File: src/rtl/uart_tx_frame_gen_if.sv
// uart_tx_frame_gen_if: word handshake, frame configuration and serial output of the UART transmitter
interface uart_tx_frame_gen_if #(
    parameter int DATA_WIDTH = 8
);
    logic [DATA_WIDTH-1:0] P_DATA;
    logic                  Data_Valid;
    logic                  PAR_EN;
    logic                  PAR_TYP;
    logic [4:0]            Prescale;
    logic                  TX_OUT;
    logic                  Busy;

    modport master (
        output P_DATA, Data_Valid, PAR_EN, PAR_TYP, Prescale,
        input  TX_OUT, Busy
    );

    modport slave (
        input  P_DATA, Data_Valid, PAR_EN, PAR_TYP, Prescale,
        output TX_OUT, Busy
    );
endinterface

File: src/rtl/uart_tx_frame_gen.sv
// uart_tx_frame_gen: serializes one word per handshake into a start/data/parity/stop UART frame
module uart_tx_frame_gen #(
    parameter int DATA_WIDTH = 8
) (
    input logic                CLK,
    input logic                Reset,
    uart_tx_frame_gen_if.slave bus
);
    localparam int BW = $clog2(DATA_WIDTH);
    localparam logic [2:0] IDLE   = 3'd0;
    localparam logic [2:0] START  = 3'd1;
    localparam logic [2:0] DATA   = 3'd2;
    localparam logic [2:0] PARITY = 3'd3;
    localparam logic [2:0] STOP   = 3'd4;

    logic [2:0]            r_state;
    logic [4:0]            r_presc;
    logic [4:0]            r_cnt;
    logic [BW-1:0]         r_bit;
    logic [DATA_WIDTH-1:0] r_data;
    logic                  r_par_en;
    logic                  r_par_bit;
    logic                  r_tx;
    logic                  r_busy;
    logic [4:0]            w_presc_eff;
    logic                  w_bit_end;
    logic                  w_last_bit;

    assign w_presc_eff = (bus.Prescale == 5'd0) ? 5'd1 : bus.Prescale;
    assign w_bit_end   = (r_cnt == r_presc - 5'd1);
    assign w_last_bit  = (r_bit == BW'(DATA_WIDTH - 1));
    assign bus.TX_OUT  = r_tx;
    assign bus.Busy    = r_busy;

    // Prescale counter: restarts at every bit boundary and is held at zero while idle
    always_ff @(posedge CLK) begin
        if (!Reset)
            r_cnt <= 5'd0;
        else
            r_cnt <= (r_state == IDLE || w_bit_end) ? 5'd0 : r_cnt + 5'd1;
    end

    // Frame sequencer: the line value for the next bit is registered at the boundary that starts it
    always_ff @(posedge CLK) begin
        if (!Reset) begin
            r_state   <= IDLE;
            r_presc   <= 5'd0;
            r_bit     <= '0;
            r_data    <= '0;
            r_par_en  <= 1'b0;
            r_par_bit <= 1'b0;
            r_tx      <= 1'b1;
            r_busy    <= 1'b0;
        end else begin
            case (r_state)
                IDLE: if (bus.Data_Valid) begin
                    r_state   <= START;
                    r_data    <= bus.P_DATA;
                    r_par_en  <= bus.PAR_EN;
                    r_par_bit <= (^bus.P_DATA) ^ bus.PAR_TYP;
                    r_presc   <= w_presc_eff;
                    r_tx      <= 1'b0;
                    r_busy    <= 1'b1;
                end
                START: if (w_bit_end) begin
                    r_state <= DATA;
                    r_bit   <= '0;
                    r_tx    <= r_data[0];
                end
                DATA: if (w_bit_end) begin
                    if (w_last_bit) begin
                        r_state <= r_par_en ? PARITY : STOP;
                        r_tx    <= r_par_en ? r_par_bit : 1'b1;
                    end else begin
                        r_bit  <= r_bit + 1'b1;
                        r_data <= r_data >> 1;
                        r_tx   <= r_data[1];
                    end
                end
                PARITY: if (w_bit_end) begin
                    r_state <= STOP;
                    r_tx    <= 1'b1;
                end
                STOP: if (w_bit_end) begin
                    r_state <= IDLE;
                    r_busy  <= 1'b0;
                end
                default: begin
                    r_state <= IDLE;
                    r_tx    <= 1'b1;
                    r_busy  <= 1'b0;
                end
            endcase
        end
    end
endmodule

File: src/flat_wrapper.sv
// flat-port wrapper written by rule: the top's interface ports become plain ports
module uart_tx_frame_gen_flat 
#(
    parameter int DATA_WIDTH = 8
)
  (CLK, Reset, bus_P_DATA, bus_Data_Valid, bus_PAR_EN, bus_PAR_TYP, bus_Prescale, bus_TX_OUT, bus_Busy);
  uart_tx_frame_gen_if #(.DATA_WIDTH(DATA_WIDTH)) bus_i ();
  input logic CLK;
  input logic Reset;
  input wire logic [$bits(bus_i.P_DATA)-1:0] bus_P_DATA;
  input wire logic [$bits(bus_i.Data_Valid)-1:0] bus_Data_Valid;
  input wire logic [$bits(bus_i.PAR_EN)-1:0] bus_PAR_EN;
  input wire logic [$bits(bus_i.PAR_TYP)-1:0] bus_PAR_TYP;
  input wire logic [$bits(bus_i.Prescale)-1:0] bus_Prescale;
  output wire logic [$bits(bus_i.TX_OUT)-1:0] bus_TX_OUT;
  output wire logic [$bits(bus_i.Busy)-1:0] bus_Busy;
  assign bus_i.P_DATA = bus_P_DATA;
  assign bus_i.Data_Valid = bus_Data_Valid;
  assign bus_i.PAR_EN = bus_PAR_EN;
  assign bus_i.PAR_TYP = bus_PAR_TYP;
  assign bus_i.Prescale = bus_Prescale;
  assign bus_TX_OUT = bus_i.TX_OUT;
  assign bus_Busy = bus_i.Busy;
  uart_tx_frame_gen #(.DATA_WIDTH(DATA_WIDTH)) u_core (.CLK(CLK), .Reset(Reset), .bus(bus_i));
endmodule
File: config.mk
export PLATFORM = sky130hd
export DESIGN_NAME = uart_tx_frame_gen_flat
export DESIGN_NICKNAME = d
export VERILOG_FILES = /design/src/rtl/uart_tx_frame_gen_if.sv /design/src/rtl/uart_tx_frame_gen.sv /design/src/flat_wrapper.sv
export SDC_FILE = /design/constraint.sdc
export NUM_CORES = 1
export LEC_CHECK = 0
export ABC_AREA = 0
export ABC_CLOCK_PERIOD_IN_PS = 4900
export CORE_MARGIN = 3
export CORE_UTILIZATION = 45
export CTS_CLUSTER_SIZE = 20
export DETAILED_ROUTE_END_ITERATION = 6
export GPL_ROUTABILITY_DRIVEN = 0
export MAX_ROUTING_LAYER = met4
export PLACE_DENSITY_LB_ADDON = 0.3
export SLEW_MARGIN = 30
export SYNTH_ARGS = -nofsm -noshare
export SYNTH_HDL_FRONTEND = slang
export SYNTH_SLANG_ARGS = --single-unit
File: constraint.sdc
create_clock -name CLK -period 4.9 [get_ports CLK]
set_input_delay 0.49 -clock CLK [delete_from_list [all_inputs] [get_ports CLK]]
set_output_delay 0.49 -clock CLK [all_outputs]
set_load 0.05 [all_outputs]
# Word-level counts from Yosys, hierarchy flattened
# Index checks and enable logic that the tools add are counted.
dict set report totals {
  register_bits 28
  elab_cells 69
  out_inout_bits 2
  romBits 0
  mem_count 0
  ram_bits 0
  in_bits 18
  latch_bits 0
}
dict set report classes {
  n_bitwise 4
  div 0
  eq_ne 13
  n_shift 0
  muxes 26
  n_lt_le_gt_ge 0
  n_mul 0
  reduce_logical 14
  addsub 3
}
# op n
set op_table {}
lappend op_table {{3-bit 2-to-1 mux} 9}
lappend op_table {{8-bit 2-to-1 mux} 3}
lappend op_table {{8-bit case mux with 2 select lines} 1}
lappend op_table {{3-bit case mux with 5 select lines} 1}
lappend op_table {{2-bit by 1-bit inequality test with 1-bit output, second input constant} 5}
lappend op_table {{1-bit 2-to-1 mux} 8}
lappend op_table {{4-bit AND reduction} 2}
lappend op_table {{8-bit parity} 1}
lappend op_table {{3-bit by 2-bit == test with 1-bit output, second input constant} 2}
lappend op_table {{3-bit == test, second input constant} 2}
lappend op_table {{3-bit case mux with 2 select lines} 1}
lappend op_table {{6-bit AND reduction} 1}
lappend op_table {{5-bit by 1-bit adder with 5-bit output, second input constant} 1}
lappend op_table {{5-bit == test} 1}
lappend op_table {{5-bit zero test} 1}
lappend op_table {{5-bit 2-to-1 mux} 1}
lappend op_table {{1-bit case mux with 5 select lines} 1}
lappend op_table {{5-bit AND reduction} 1}
lappend op_table {{5-bit by 1-bit subtractor with 5-bit output, second input constant} 1}
lappend op_table {{2-bit inequality test, second input constant} 2}
lappend op_table {{2-bit nonzero test} 2}
lappend op_table {{3-bit by 1-bit adder with 3-bit output, second input constant} 1}
lappend op_table {{3-bit by 1-bit == test with 1-bit output, second input constant} 1}
lappend op_table {{3-bit zero test} 1}
lappend op_table {{other kinds (8)} 10}

# Depth between registers and ports, before layout
dict set report logic_depth {
  depth_word 4
  ltp_mapped 8
  ltp_nobuf 7
}

# Least setup slack after synthesis
# OpenSTA, ideal clock, no wires.
dict set report synth_timing {
  path_kind {register to register}
  startpoint {register u_core.r_presc[0]}
  endpoint {register u_core.r_data[0]}
  stages_incl_launch_ff 8
  setup_slack_ns 3.140
  n_path_buf 1
  t_arrival_ns 1.639
  path_cell_list {dfxtp_1 -> inv_1 -> ha_1 -> and4bb_1 -> o211a_1 -> o2111a_2 -> buf_6 -> o311a_1}
}
dict set report synth_between {
  elab_chain_cells 4
}
# item line
set synth_rtl {}
lappend synth_rtl {{start: declaration} uart_tx_frame_gen.sv:17} ;# logic [4:0] r_presc;
lappend synth_rtl {{start signal: assignment} uart_tx_frame_gen.sv:61} ;# r_presc <= w_presc_eff;
lappend synth_rtl {{5-bit by 1-bit subtractor with 5-bit output} uart_tx_frame_gen.sv:30} ;# assign w_bit_end = (r_cnt == r_presc - 5'd1);
lappend synth_rtl {{5-bit == test} uart_tx_frame_gen.sv:30}
lappend synth_rtl {{2-bit by 1-bit inequality test with 1-bit output (no source line)} -}
lappend synth_rtl {{4-bit AND reduction (no source line)} -}
lappend synth_rtl {{end signal: assignment} uart_tx_frame_gen.sv:58} ;# r_data <= bus.P_DATA;
lappend synth_rtl {{end signal: assignment} uart_tx_frame_gen.sv:76} ;# r_data <= r_data >> 1;
lappend synth_rtl {{end: declaration} uart_tx_frame_gen.sv:20} ;# logic [DATA_WIDTH-1:0] r_data;
# Every way passes these cells.
# A chain may end at the register's enable or synchronous reset.

# Worst setup path after layout
dict set report layout_timing {
  startpoint {register u_core.r_tx, in the netlist u_core.bus.TX_OUT}
  endpoint {output port bus_TX_OUT}
}
# item line
set layout_rtl {}
lappend layout_rtl {{start: declaration} uart_tx_frame_gen.sv:23} ;# logic r_tx;
lappend layout_rtl {{start signal: assignment} uart_tx_frame_gen.sv:68} ;# r_tx <= r_data[0];
lappend layout_rtl {{start signal: assignment} uart_tx_frame_gen.sv:73} ;# r_tx <= r_par_en ? r_par_bit : 1'b1;
lappend layout_rtl {{start signal: assignment} uart_tx_frame_gen.sv:77} ;# r_tx <= r_data[1];
lappend layout_rtl {{end: declaration} flat_wrapper.sv:15} ;# output wire logic [$bits(bus_i.TX_OUT)-1:0] bus_TX_OUT;
# No word-level cell between the ends.

==> metrics.md <==
| Metric | Value |
|---|---|
| Share of cells above drive strength 1 | roughly 5.0% |
| Largest net degree at the start of global routing | 30 |
| Largest stage delay, worst path | slightly above 800 ps |
| Top Ports | 20 |
| H-tree depth | 1 |
| Unrepaired setup endpoints after global routing | false |
| Synthesized area | between 1500 and 2000 µm² |
| Rows | 21 |
| CP Buf/Inv Count | 1 |
| WHS | 479 ps |
| First-iteration detailed-routing DRC count | 76 |
| Commonest cells after routing, fill and taps aside | dfxtp_1, nand2_1, clkdlybuf4s50_1, nor2_1, o21ai_0 |
| Placed wire-length estimate | ~2500 µm |
| Final instance area | 1830 µm² |
| Top delay family on crit path | buffers and inverters |
| Cell variety after synth | 43 |
| Critical Path AT | 1550 ps |
| Initial antenna violation count | 0 |
| Leak | a little over 0.7 nW |
| Post-CTS Hold Buffers | 0 |
| Post-CTS sizing | 0 |
| Total Routing Usage GR | about 18% |
| Synth warn | 0 |
| Fmax | 491 MHz |
| CTS clk-pin slew, worst paths | approximately 150 ps |
| Final setup fails | 0 |
| Layout area overhead | 13.6% |
| Clock Latency Late Sink | 330 ps |
| Final layout net count | between 200 and 250 |
| Vias | around 1,400 |
| Max Cap Viol | 0 |
| Syn Nets | approximately 210 |
| Final Hold Fails | 0 |
| Gr ovfl total | 0 |
| Max Transition Viols Final | 0 |
| Post-synthesis cell count | ~190 |
| Power density cells | ~330 nW/µm² |
| CTS tree | done |
| WP data required | between 4000 and 5000 ps |
| Slowest-stage cell, CP | clkdlybuf4s50_1 |
| Horiz. Die Dim | ~66 µm |
| Type of element capturing the critical path | output port |
| DR pass1 iterations | 4 |
| Mean area per synthesized cell | between 8 and 9 µm² |
| FF+latch count, synth | 28 |
| Vias/cell | approximately 5.5 |
| Antenna Cells | 0 |
| DR WL/cell | between 10 and 15 µm |
| WL final | ~3400 µm |
| # clock sinks | 28 |
| Clock tree root driver cell | clkbuf_4 |
| Fin crit period | a little over 2000 ps |
| Detailed-route DRC error count | 0 |
| Die Ht | 65.9 µm |
| Run status | finished clean |
| Initial Util | 47.6% |
| Worst slew margin | 67.2% |
| Post-CTS Setup Repair Bufs | 0 |
| Worst-Margin Slew | a little under 500 ps |
| Final Skew | just over 3 ps |
| Deepest clock path buffer count | 2 |
| Dpl cell area | between 1500 and 2000 µm² |
| First-pass GRT wire length | approximately 6100 µm |
| Register area share after synthesis | 34.7% |
| Startpoint type of the worst setup path | flip-flop |
| Design Power | between 0.0006 and 0.0007 W |
| Crit-path cells | clkdlybuf4s50_1 |
| Die footprint | roughly 4300 µm² |
| Worst vdd ir | about 160 µV |
| Vias in the first global route | 1,378 |
| Port bufs | 19 |
| Worst min-delay path class | reg2reg |
| Crit path max fanout | 3 |
| Kind of critical path | reg2out |
| Most common cell after layout, fill and taps aside | dfxtp_1 |
| Core area | 3390 µm² |
| Setup TNS | 0 ps |
| Fin crit share | approximately two fifths |
| CTS Buf Count | 3 |
| Routed Antenna Nets | 0 |
## metrics by stage
step	setup slack (ps)	utilization [%]	instances
detailed placement	2740	53.6	242
floorplan	3140	-	186
CTS	2850	54.3	245
global placement	2780	53.6	242
global route	2720	54.1	245
finish	2860	54.1	245
## cells by family after synthesis
logic type               count (synthesis)  synth area share, %
AND/OR/NAND/NOR                         60                 18.0
adder cells (fa/ha/maj)                  4                 3.10
XOR/XNOR                                17                 9.22
multiplexers                             9                 5.58
flip-flops                              28                 34.7
buffers and inverters                   15                 4.65
AO/OA/AOI/OAI                           53                 24.7
## final timing paths
kind                      end  depth (start not counted)               from  slack [ps]
max reg2reg  u_core.r_data[2]                          7    u_core.r_bit[0]        2880
max                bus_TX_OUT                          1  u_core.bus.TX_OUT        2860
min          u_core.r_data[7]                          2   u_core.r_data[7]         480
min reg2reg  u_core.r_data[7]                          2   u_core.r_data[7]         480
## power breakdown
part           leakage (nW)  internal [W]  switching, W
registers             0.230      0.000260     0.0000335
logic                 0.463      0.000102      0.000121
clock network        0.0138     0.0000290     0.0000688
total                 0.707      0.000391      0.000223
## cell type report
type | count | area (µm²)
clock buffer | 3 | 22.5
fill | 309 | 1560
inverter | 4 | 15.0
multi-input combinational | 143 | 978
sequential | 28 | 561
tap | 46 | 57.6
timing repair buffer | 21 | 200
## routing by layer
metal | up-vias | global-route usage, % | share of wire (%)
met5 | - | - | 0
met4 | 0 | 7.77 | 1.6
met3 | 4 | 2.72 | 2.5
met2 | 18 | 31.7 | 51
met1 | 626 | 21.5 | 45
li1 | 702 | - | -
## Yosys cell counts, drive strengths merged
cell     n  area share, %
or2b     1           0.47
xor2     7            3.8
o22ai    1           0.39
nor3     3           0.93
nor2    13            3.0
o21ai   14            4.3
and4bb   1           0.78
ha       4            3.1
o211a    2            1.2
or3      4            1.6
or2      1           0.39
a21o     1           0.47
o21a     1           0.47
mux2i    9            5.6
nand3    5            1.6
clkbuf   6            1.4
inv      4           0.93
a31oi    1           0.39
a221o    1           0.62
nand2b   5            1.9
nor4     1           0.39
a21boi   8            4.4
o31a     1           0.54
buf      5            2.3
nor2b    2           0.78
nand2   21            4.9
o2111a   2            1.5
o311a    7            4.3
a21oi    6            1.9
dfxtp   28             35
o211ai   3            1.7
a41oi    2            1.1
and2     1           0.39
nand3b   1           0.47
nor3b    1           0.47
xnor2   10            5.4
o31ai    3            1.4
## registers in the layout (all words and copies together) (netlist names)
signal and cells:
u_core.r_presc 5, u_core.r_par_en 1, u_core.r_state 3, u_core.bus.TX_OUT 1, u_core.r_bit 3, u_core.r_data 8, u_core.bus.Busy 1, u_core.r_cnt 5
u_core.r_par_bit 1
(Power assumes the default switching activity.)
